$ cat src/rtl/mmio_uart_tx.sv
// mmio_uart_tx: memory-mapped 8N1 UART transmitter with a TX FIFO.
// Registers at BASE_ADDR: +0 TXDATA, +4 STATUS, +8 CTRL.
module mmio_uart_tx #(
  parameter int DM_ADDRESS = 9,
  parameter int DATA_W = 32,
  parameter logic [DM_ADDRESS-1:0] BASE_ADDR = 9'h1F0,
  parameter int CLKS_PER_BIT = 16,
  parameter int FIFO_DEPTH = 8
) (
  input  logic                  clk,
  input  logic                  reset,
  input  logic                  wr,
  input  logic                  reade,
  input  logic [DM_ADDRESS-1:0] addr,
  input  logic [DATA_W-1:0]     wr_data,
  output logic                  hit,
  output logic [DATA_W-1:0]     rd_data,
  output logic                  tx,
  output logic                  busy
);
  localparam int AW = $clog2(FIFO_DEPTH);
  localparam int BW = $clog2(CLKS_PER_BIT);
  localparam logic [BW-1:0] BAUD_MAX = BW'(CLKS_PER_BIT - 1);
  localparam logic [AW:0] DEPTH = (AW+1)'(FIFO_DEPTH);

  typedef enum logic [1:0] {IDLE, START, DATA, STOP} state_t;

  state_t          state, state_n;
  logic [BW-1:0]   baud, baud_n;
  logic [2:0]      bit_cnt, bit_n;
  logic [7:0]      shift, shift_n;
  logic            tx_n;
  logic [7:0]      mem [FIFO_DEPTH];
  logic [AW-1:0]   wptr, rptr;
  logic [AW:0]     count;
  logic            full, empty, push_req, push, pop;
  logic            enable, ovf;
  logic [DM_ADDRESS:0] off;
  logic            sel_tx, sel_st, sel_ct;
  logic [AW+4:0]   cnt_w;
  logic [3:0]      cnt_sat;
  logic [7:0]      status;
  logic            unused_bits;

  assign unused_bits = ^wr_data[DATA_W-1:8];

  // Widened subtraction so addresses below BASE_ADDR cannot alias in.
  assign off = {1'b0, addr} - {1'b0, BASE_ADDR};
  assign hit = (addr >= BASE_ADDR) &&
               (off <= (DM_ADDRESS+1)'(8)) &&
               (off[1:0] == 2'b00);
  assign sel_tx = hit && (off[3:2] == 2'd0);
  assign sel_st = hit && (off[3:2] == 2'd1);
  assign sel_ct = hit && (off[3:2] == 2'd2);

  assign full     = (count == DEPTH);
  assign empty    = (count == '0);
  assign push_req = wr && sel_tx;
  assign push     = push_req && !full;
  assign busy     = (state != IDLE) || !empty;

  assign cnt_w   = (AW+5)'(count);
  assign cnt_sat = (cnt_w > (AW+5)'(15)) ? 4'hF : cnt_w[3:0];
  assign status  = {cnt_sat, ovf, state != IDLE, empty, full};

  always_comb begin
    rd_data = '0;
    if (reade) begin
      unique case (1'b1)
        sel_st:  rd_data[7:0] = status;
        sel_ct:  rd_data[0]   = enable;
        default: rd_data      = '0;
      endcase
    end
  end

  always_ff @(posedge clk) begin
    if (push) mem[wptr] <= wr_data[7:0];
  end

  always_ff @(posedge clk) begin
    if (reset) begin
      wptr  <= '0;
      rptr  <= '0;
      count <= '0;
    end else begin
      if (push) wptr <= wptr + 1'b1;
      if (pop)  rptr <= rptr + 1'b1;
      unique case ({push, pop})
        2'b10:   count <= count + 1'b1;
        2'b01:   count <= count - 1'b1;
        default: count <= count;
      endcase
    end
  end

  always_ff @(posedge clk) begin
    if (reset) begin
      enable <= 1'b1;
      ovf    <= 1'b0;
    end else begin
      if (wr && sel_ct) enable <= wr_data[0];
      if (push_req && full)
        ovf <= 1'b1;
      else if (wr && sel_st && wr_data[3])
        ovf <= 1'b0;
    end
  end

  always_ff @(posedge clk) begin
    if (reset) begin
      state   <= IDLE;
      baud    <= '0;
      bit_cnt <= '0;
      shift   <= '0;
      tx      <= 1'b1;
    end else begin
      state   <= state_n;
      baud    <= baud_n;
      bit_cnt <= bit_n;
      shift   <= shift_n;
      tx      <= tx_n;
    end
  end

  // tx is registered from the next state so START shows on the pop edge.
  always_comb begin
    state_n = state;
    baud_n  = baud + 1'b1;
    bit_n   = bit_cnt;
    shift_n = shift;
    pop     = 1'b0;
    tx_n    = 1'b1;
    unique case (state)
      IDLE: begin
        baud_n = '0;
        if (enable && !empty) begin
          pop     = 1'b1;
          shift_n = mem[rptr];
          state_n = START;
          bit_n   = '0;
        end
      end
      START: begin
        if (baud == BAUD_MAX) begin
          state_n = DATA;
          baud_n  = '0;
          bit_n   = '0;
        end
      end
      DATA: begin
        if (baud == BAUD_MAX) begin
          baud_n  = '0;
          shift_n = shift >> 1;
          if (bit_cnt == 3'd7) begin
            state_n = STOP;
            bit_n   = '0;
          end else begin
            bit_n = bit_cnt + 1'b1;
          end
        end
      end
      STOP: begin
        if (baud == BAUD_MAX) begin
          state_n = IDLE;
          baud_n  = '0;
          bit_n   = '0;
        end
      end
      default: state_n = IDLE;
    endcase
    unique case (state_n)
      START:   tx_n = 1'b0;
      DATA:    tx_n = shift_n[0];
      default: tx_n = 1'b1;
    endcase
  end

endmodule

$ cat config.mk
export PLATFORM = sky130hd
export DESIGN_NAME = mmio_uart_tx
export DESIGN_NICKNAME = d
export VERILOG_FILES = /design/src/rtl/mmio_uart_tx.sv
export SDC_FILE = /design/constraint.sdc
export NUM_CORES = 1
export LEC_CHECK = 0
export ABC_AREA = 1
export CORE_MARGIN = 1
export CORE_UTILIZATION = 50
export DETAILED_ROUTE_END_ITERATION = 8
export PLACE_DENSITY = 0.81
export SLEW_MARGIN = 40
export SYNTH_ARGS = -nofsm -noshare
export SYNTH_HDL_FRONTEND = slang
export SYNTH_SLANG_ARGS = --single-unit
$ cat constraint.sdc
create_clock -name clk -period 4.8 [get_ports clk]
set_input_delay 1.44 -clock clk [delete_from_list [all_inputs] [get_ports clk]]
set_output_delay 1.44 -clock clk [all_outputs]
set_load 0.01 [all_outputs]
==> Word level (Yosys, flattened, before mapping) <==
Memory sizes are Yosys's and may differ from the RTL's. A register that Yosys moved wholly into a read port is not among the register bits.
Index checks and enable logic that the tools add are counted.
{ "word_totals": {"mem_count": 1, "out_inout_bits": 35, "mem_bits_rw": 64, "regBits": 30} }
{ "mem_list": {"columns": ["memory", "depth", "word_bits", "read_ports", "rd_clocked_by_memory_dff", "write_ports", "line_no", "rtl"], "rows": [
  ["mem", 8, 8, 1, 1, 1, "33", "logic [7:0] mem [FIFO_DEPTH];"]
]} }
{ "op_classes": {"n_reduce_logical": 27, "n_lt_le_gt_ge": 3, "n_eq_ne": 15, "n_mux": 30, "n_addsub": 7} }
{ "ops": {"columns": ["op", "count"], "rows": [
  ["8-bit two-way mux", 3],
  ["3-bit two-way mux", 6],
  ["4-bit one-hot mux with 2 select lines", 2],
  ["8-bit one-hot mux with 2 select lines", 1],
  ["1-bit logical AND", 12],
  ["2-bit equality test, second input constant", 5],
  ["10-bit by 4-bit <= comparator with 1-bit output, second input constant", 1],
  ["2-bit two-way mux", 5],
  ["9-bit by 9-bit subtractor with 10-bit output, second input constant", 1],
  ["3-bit by 1-bit adder with 3-bit output, second input constant", 3],
  ["9-bit >= comparator, second input constant", 1],
  ["3-bit one-hot mux with 3 select lines", 1],
  ["4-bit by 1-bit adder with 4-bit output, second input constant", 2],
  ["2-bit by 1-bit equality test with 1-bit output, second input constant", 4],
  ["4-bit equality test, second input constant", 2],
  ["4-bit two-way mux", 2],
  ["2-bit one-hot mux with 4 select lines", 1],
  ["2-bit nonzero test", 4],
  ["7-bit two-way mux", 1],
  ["2-bit zero test", 3],
  ["1-bit two-way mux", 6],
  ["3-bit AND reduction", 2],
  ["4-bit greater-than comparator, second input constant", 1],
  ["4-bit zero test", 1],
  ["9 further kinds", 12]
]} }

==> Depth between registers and ports, before layout <==
Gate-level depths: netlist (run 1).
{ "logic_depth": {"word_depth": 9, "ltp_mapped": 15, "ltp_nobuf": 15} }

==> Worst setup path before layout (run 1) <==
Ideal clock, no wire load.
{ "synth_timing": {"kind": "in2out", "startpoint": "in addr[0]", "endpoint": "out rd_data[0]", "t_arrival_ps": 2457, "setup_slack_ps": 903, "cell_stages": 7, "path_cell_list": "nor2_2 nand3_2 nor3_4 nand4_2 nor2_2 nand2_1 nand2_1"} }
{ "synth_between": {"elab_chain_len": 7, "elab_cells_between_ends": 12, "classes_between": "add/sub (1); order compare (2); eq/ne (2); mux (2); reduce/logical (5)"} }
{ "synth_lines": {"columns": ["element", "line_no", "rtl"], "rows": [
  ["from (decl)", "14", "input logic [DM_ADDRESS-1:0] addr,"],
  ["9-bit by 9-bit subtractor with 10-bit output", "48", "assign off = {1'b0, addr} - {1'b0, BASE_ADDR};"],
  ["10-bit by 4-bit <= comparator with 1-bit output", "50", "(off <= (DM_ADDRESS+1)'(8)) &&"],
  ["1-bit logical AND", "49", "assign hit = (addr >= BASE_ADDR) &&"],
  ["1-bit logical AND *", "50", null],
  ["via hit", "16", "output logic hit,"],
  ["1-bit logical AND (on tied branches)", "54, 53", null],
  ["1-bit one-hot mux with 2 select lines *", "69", "unique case (1'b1)"],
  ["8-bit two-way mux *", "68", "if (reade) begin"],
  ["to (decl)", "17", "output logic [DATA_W-1:0] rd_data,"]
]} }
The timed path passes the listed nets; every way through them passes the cells marked *.

==> Final worst setup path (run 1) <==
{ "layout_timing": {"startpoint": "in addr[8]", "endpoint": "out rd_data[5]"} }
{ "layout_between": {"elab_chain_len": 7, "elab_cells_between_ends": 8, "classes_between": "add/sub (1); order compare (2); mux (2); reduce/logical (3)"} }
{ "layout_lines": {"columns": ["element", "line_no", "rtl"], "rows": [
  ["9-bit by 9-bit subtractor with 10-bit output", "48", null],
  ["10-bit by 4-bit <= comparator with 1-bit output", "50", null],
  ["1-bit logical AND *", "49", null],
  ["1-bit logical AND *", "50", null],
  ["1-bit logical AND *", "53", "assign sel_st = hit && (off[3:2] == 2'd1);"],
  ["7-bit two-way mux *", "69", null],
  ["8-bit two-way mux *", "68", null]
]} }
Every way passes the cells marked *; elsewhere a longest branch is shown, timed or not.

==> results.cfg, run 1 <==
[place]
io_buffer_count = 31
dp_hpwl_um = 5880
place.gp.congestion = 0.819

[outcome]
status = finished, final reports clean

[clock_network]
insertion_delay_ps = 360
clk_pin_slew_worst_paths_ps = 90
clk_path_buf_depth = 2
postCtsHoldBufs = 0
numCtsBuffers = 9
cts_tree = yes
cts_setup_buffers = 0
clock-root-buffer = clkbuf_8
numClockSinks = 97
htree_levels = 3

[route]
dr_wl_met2_um = 4450
post_drt_via_cell_ratio = 5.26
drt_pass1_iterations = 4
post_drt_wl_per_cell_um = 14.1
drc_errors = 0
wl_met1_um = 3470
antenna_left = 0
vias = 3240
drtIter0Drc = 189
finalWirelength_um = 8680
highest_layer = met4
wl_met3_um = 596

[synthesis]
post-synth-top-area-cell = edfxtp_1
yosysSeqAreaShare_pct = 58.1
yosysWarnings = 0
ys_ff_latch = 97
synth_edf_count = 64
synth_common_cells = nor2_1, edfxtp_1, nand2_1
synth_area_mm2 = 0.00445
synth_most_common_cell = nor2_1
synth.distinct_cells = 34
synthTopCellsByArea = edfxtp_1, dfxtp_1, nor2_1
synthArstFlopShare_pct = 0
synth.top_cell.area_share_pct = 43.2
avgSynthCellArea_um2 = 9.61
ys.flop_type = edfxtp_1
syn_inst = 463

[global_routing]
grt_pass1_wl_um = 14100
gr-usage-all-layers_pct = 20.8
gr-total-overflow = 0
antenna_found_initial = 0
grt_max_degree = 34
grt_pass1_vias = 3106

[critical_path]
slowest_stage = clkdlybuf4s50_1
cp.buffers_inverters = 4
crit_top_cell = clkdlybuf4s50_1
criticalPathCategory = input port to primary output
required_ps = 3360
worstSetupEndpointType = primary output
cpPeakStageDelay_ps = 530
start_kind = input port
path_delay_family = buffers and inverters
critPathMaxFanout = 5
path_cells = clkdlybuf4s50_1, nand2_1, inv_1, nand3_2, nor3_4, nand4_2, buf_4, nor2_1, clkdlybuf4s50_1
cp.arrival_ps = 3240

[sta]
fin_crit_sh_pct = 97.4
rsz0062_at_grt = no
hold_viol = 0
relSlewSlack_pct = 47.3
setup_viol = 0
clock.fmax_mhz = 214
skew_ps = 9.71
slew_violations = 0
fin_tns_setup_ps = 0
layout_min_cycle_time_ps = 4680
worstMarginPinSlew_ps = 788

[floorplanning]
dieHeight_um = 96.3
die_x_um = 96.3
placementRows = 34
core_mm2 = 0.00868
pin_count = 80
start_util_pct = 51.3
die-area_mm2 = 0.00928

[pwr]
leakage_uw = 0.00194
total_power_uw = 2260
power_density_mw_per_mm2 = 449
ir_worst_vdd_v = 0.000268

[finish]
area_delta_synth_final_pct = 13.1
fillCellCount = 725
num-nets-final = 556
drive_above_1_share_pct = 9.45
n_antenna_cell = 0

[hold_path]
holdCritPathClass = flop to flop

[job]
max_cap_viol_count = 0
-- per-stage QoR --
| step | setup slack, ps | instances | util, % | hold slack, ps | cell area [µm²] |
|---|---|---|---|---|---|
| 6_report | 124 | 616 | 58.0 | 464 | 5030 |
| 4_1_cts | 72.9 | 616 | 57.8 | 468 | 5010 |
| 3_3_place_gp | 94.1 | 600 | 55.7 | 431 | 4840 |
| 2_1_floorplan | 903 | 486 | - | 418 | 4530 |
| 5_1_grt | 4.40 | 616 | 58.0 | 487 | 5030 |
| 3_5_place_dp | 69.5 | 600 | 55.8 | 455 | 4840 |
-- per-layer routing --
metal | global-route usage [%] | up-vias
li1 | - | 1603
met1 | 22.9 | 1508
met2 | 38.0 | 109
met3 | 6.71 | 20
met4 | 6.50 | 0
met5 | 0 | -
-- flip-flops by register name, indices dropped and copies added, names as in the netlist, named ones only --
signal and flops:
wptr 3, tx 1, enable 1, rptr 3
ovf 1, shift 8, mem 64, count 4
baud 4, bit_cnt 3, state 2
-- power by group --
| part | total [µW] | internal [µW] | switching (µW) |
|---|---|---|---|
| sequential | 1050 | 968 | 82.8 |
| combinational | 726 | 265 | 460 |
| clock | 484 | 195 | 289 |
| total | 2260 | 1430 | 832 |
-- path summary, 6_finish.rpt --
kind,startpoint,end,slack [ps],cells past startpoint
max,addr[8],rd_data[5],120,9
min,baud[0],baud[0],460,1
max reg2reg,count[0],count[2],2490,13
min reg2reg,baud[0],baud[0],460,1
-- final cells by class --
cell class                 count  area (µm²)  area share, %
multi-input combinational    302        1530           30.5
tap                          108         135           2.69
sequential                    97        2580           51.4
clock inverter                 6        48.8          0.970
clock buffer                  10         128           2.54
inverter                      49         184           3.66
timing repair buffer          44         418           8.31
-- placed cells by master (no fill, tap or decap), types with 3 or more instances in the layout --
master / count
nor2_1: 69
edfxtp_1: 64
nand2_1: 51
inv_1: 46
nand3_1: 32
o21ai_0: 32
dfxtp_1: 32
clkdlybuf4s50_1: 27
a21oi_1: 24
conb_1: 24
o211ai_1: 15
buf_4: 13
nor3_1: 10
clkbuf_8: 9
ha_1: 8
o21ai_1: 7
nand2_2: 5
o22ai_1: 5
dlymetal6s2s_1: 4
inv_2: 3
nor2_2: 3
xor2_1: 3
-- logic make-up (layout without fill, tap and decap cells) --
kind of cell / Yosys count / count (layout) / share of synthesized area, %
other: 1 / 24 / 0.0843
buffers and inverters: 87 / 109 / 9.54
AOI/OAI and AO/OA: 84 / 84 / 10.5
DFF: 97 / 97 / 58.1
xor gates and xnor gates: 4 / 4 / 0.788
adders and majority gates: 8 / 8 / 2.25
and+or+nand+nor: 182 / 182 / 18.8
-- what timing repair did --
action | 4_1_cts | 5_1_grt
endpoints found under the setup margin | 0 | 5
resized for setup | 0 | 5
hold endpoints to repair | 0 | 0
Note: power is estimated with default switching activity, not from simulation.
==> inputs of run 2 (changes only) <==
--- a/config.mk
+++ b/config.mk
@@ -10,6 +10,7 @@
 export CORE_UTILIZATION = 50
 export DETAILED_ROUTE_END_ITERATION = 8
 export PLACE_DENSITY = 0.81
+export SKIP_LAST_GASP = 1
 export SLEW_MARGIN = 40
 export SYNTH_ARGS = -nofsm -noshare
 export SYNTH_HDL_FRONTEND = slang
==> results of run 2 <==
Same layout as run 1: the final DEF is identical, and so are final timing and power.
==> inputs of run 3 (changes only) <==
--- a/config.mk
+++ b/config.mk
@@ -7,9 +7,9 @@
 export LEC_CHECK = 0
 export ABC_AREA = 1
 export CORE_MARGIN = 1
-export CORE_UTILIZATION = 50
+export CORE_UTILIZATION = 47
 export DETAILED_ROUTE_END_ITERATION = 8
-export PLACE_DENSITY = 0.81
+export PLACE_DENSITY = 0.8
 export SKIP_LAST_GASP = 1
 export SLEW_MARGIN = 40
 export SYNTH_ARGS = -nofsm -noshare
==> constraint.sdc (replaced) <==
create_clock -name clk -period 3.9 [get_ports clk]
set_input_delay 1.17 -clock clk [delete_from_list [all_inputs] [get_ports clk]]
set_output_delay 1.17 -clock clk [all_outputs]
set_load 0.01 [all_outputs]
==> run 3 against run 2 <==
  * Global-route usage is 1.6 points lower
  * Sequential power increased by 24%
  * First-iteration DRC count fell by 19%
  * Die area grew 6.2%
  * Core utilization decreased by 2.4 points
  * Setup slack got worse by 17 ps
  * Sequential share of layout area decreased by 0.76 points
  * Critical path depth unchanged
  * Total power grew 26%
  * Critical endpoint is now rd_data[0]
  * Sequential cell count unchanged
  * Combinational power rose by 24%
==> results.cfg, run 3 (synthesis gave the netlist of run 1 again) <==
[critical_path]
criticalPathCategory = input port to primary output
startpoint = addr[6]
required_ps = 2730
r2r_start = count[0]
crit_cells = 9
cp.buffers_inverters = 3
worstSetupEndpointType = primary output
slowest_stage = clkdlybuf4s50_1
path_cells = clkdlybuf4s50_1, nand2_2, nor3_4, nand4_4, buf_4, nor2_2, nand2_1, nand2_1, buf_2
cpPeakStageDelay_ps = 500
start_kind = input port
cp.arrival_ps = 2620
reg2regPathDepth = 13
path_delay_family = buffers and inverters
crit_top_cell = nand2_1
critPathMaxFanout = 4

[pwr]
power_density_mw_per_mm2 = 559
ir_worst_vdd_v = 0.000293
leakage_uw = 0.00201

[floorplanning]
pin_count = 80
placementRows = 35
core_mm2 = 0.00920
dieHeight_um = 99.3
die-area_mm2 = 0.00986
die_x_um = 99.3
start_util_pct = 48.4

[sta]
worstMarginPinSlew_ps = 540
rsz0062_at_grt = no
fin_tns_setup_ps = 0
skew_ps = 10.8
relSlewSlack_pct = 64.0
setup_viol = 0
hold_viol = 0
clock.fmax_mhz = 264
fin_crit_sh_pct = 97.2
layout_min_cycle_time_ps = 3790
slew_violations = 0

[route]
finalWirelength_um = 8780
drt_pass1_iterations = 4
antenna_left = 0
vias = 3233
post_drt_via_cell_ratio = 5.16
post_drt_wl_per_cell_um = 14.0
highest_layer = met4
wl_met3_um = 475
wl_met1_um = 3760
drc_errors = 0
drtIter0Drc = 154
dr_wl_met2_um = 4430

[finish]
final_common_cell = nor2_1
final_core_util_pct = 55.5
num-nets-final = 564
drive_above_1_share_pct = 12.8
top_register = mem
top_regs = mem x64, shift x8
layout_common_cells = nor2_1, edfxtp_1, nand2_1
n_antenna_cell = 0
fin_area_mm2 = 0.00511
area_delta_synth_final_pct = 14.8
largest_reg_flops = 64

[place]
dp_hpwl_um = 5890
placed_cell_area_mm2 = 0.00488
place.gp.congestion = 0.835
io_buffer_count = 31

[clock_network]
insertion_delay_ps = 360
numClockSinks = 97
numCtsBuffers = 9
clock-root-buffer = clkbuf_8
clk_pin_slew_worst_paths_ps = 90
postCtsHoldBufs = 0
htree_levels = 3
clk_path_buf_depth = 2
cts_tree = yes

[hold_path]
holdCritPathClass = flop to flop
hp-start = baud[0]
whs_path_depth = 1

[global_routing]
antenna_found_initial = 0
grt_pass1_vias = 3068
gr-total-overflow = 0
grt_max_degree = 34
gr-usage-all-layers_pct = 19.2
grt_pass1_wl_um = 14500

[job]
max_cap_viol_count = 0

[outcome]
status = finished, final reports clean
-- run 3: metrics by stage --
stage	power, µW	instances	hold slack [ps]	worst slack [ps]
floorplan	1990	486	418	543
global route	3070	627	497	12.3
global placement	2170	608	430	-235
detailed placement	2210	608	445	-288
CTS	2870	627	458	-121
finish	2860	627	460	107
-- run 3: report_power, final --
part           total (µW)  switching, µW  leakage (µW)  internal, µW
clock network         658            351     0.0000997           306
logic                 902            573       0.00106           328
registers            1300            105      0.000845          1190
total                2860           1030       0.00201          1830
-- run 3: area by class of cell --
cell class | instances | area [µm²]
Inverter | 49 | 184
Timing Repair Buffer | 52 | 453
Sequential cell | 97 | 2580
Clock buffer | 10 | 128
Fill cell | 768 | 4090
Tap cell | 111 | 139
Clock inverter | 6 | 72.6
Multi-Input combinational cell | 302 | 1550
-- run 3: worst paths after layout --
path | slack [ps] | endpoint
setup / recovery | 110 | rd_data[0]
hold / removal | 460 | baud[0]
setup reg to reg | 1520 | count[2]
hold reg to reg | 460 | baud[0]
-- run 3: repair_timing --
item                                    in CTS  in global routing
pin swaps                                    1                  5
gates resized for setup                     18                 20
endpoints found under the setup margin       9                  8
setup buffers                                3                  0
cloned                                       0                  0
-- run 3: worst register-to-register path, cell delays in order, from the launching register on --
cell,delay (ps)
dfxtp_1,470
nor2_1,110
nand2_2,120
nand3_4,130
inv_2,290
ha_1,320
nand2_1,90
inv_1,80
nor2_1,60
ha_1,170
a21oi_1,160
xnor2_1,100
o21ai_0,140
inv_1,50
-- run 3: layer usage --
layer / vias to the layer above / track usage, %
met5: - / 0
met4: 0 / 5.88
met3: 11 / 4.64
met2: 88 / 33.3
met1: 1514 / 23.7
li1: 1620 / -
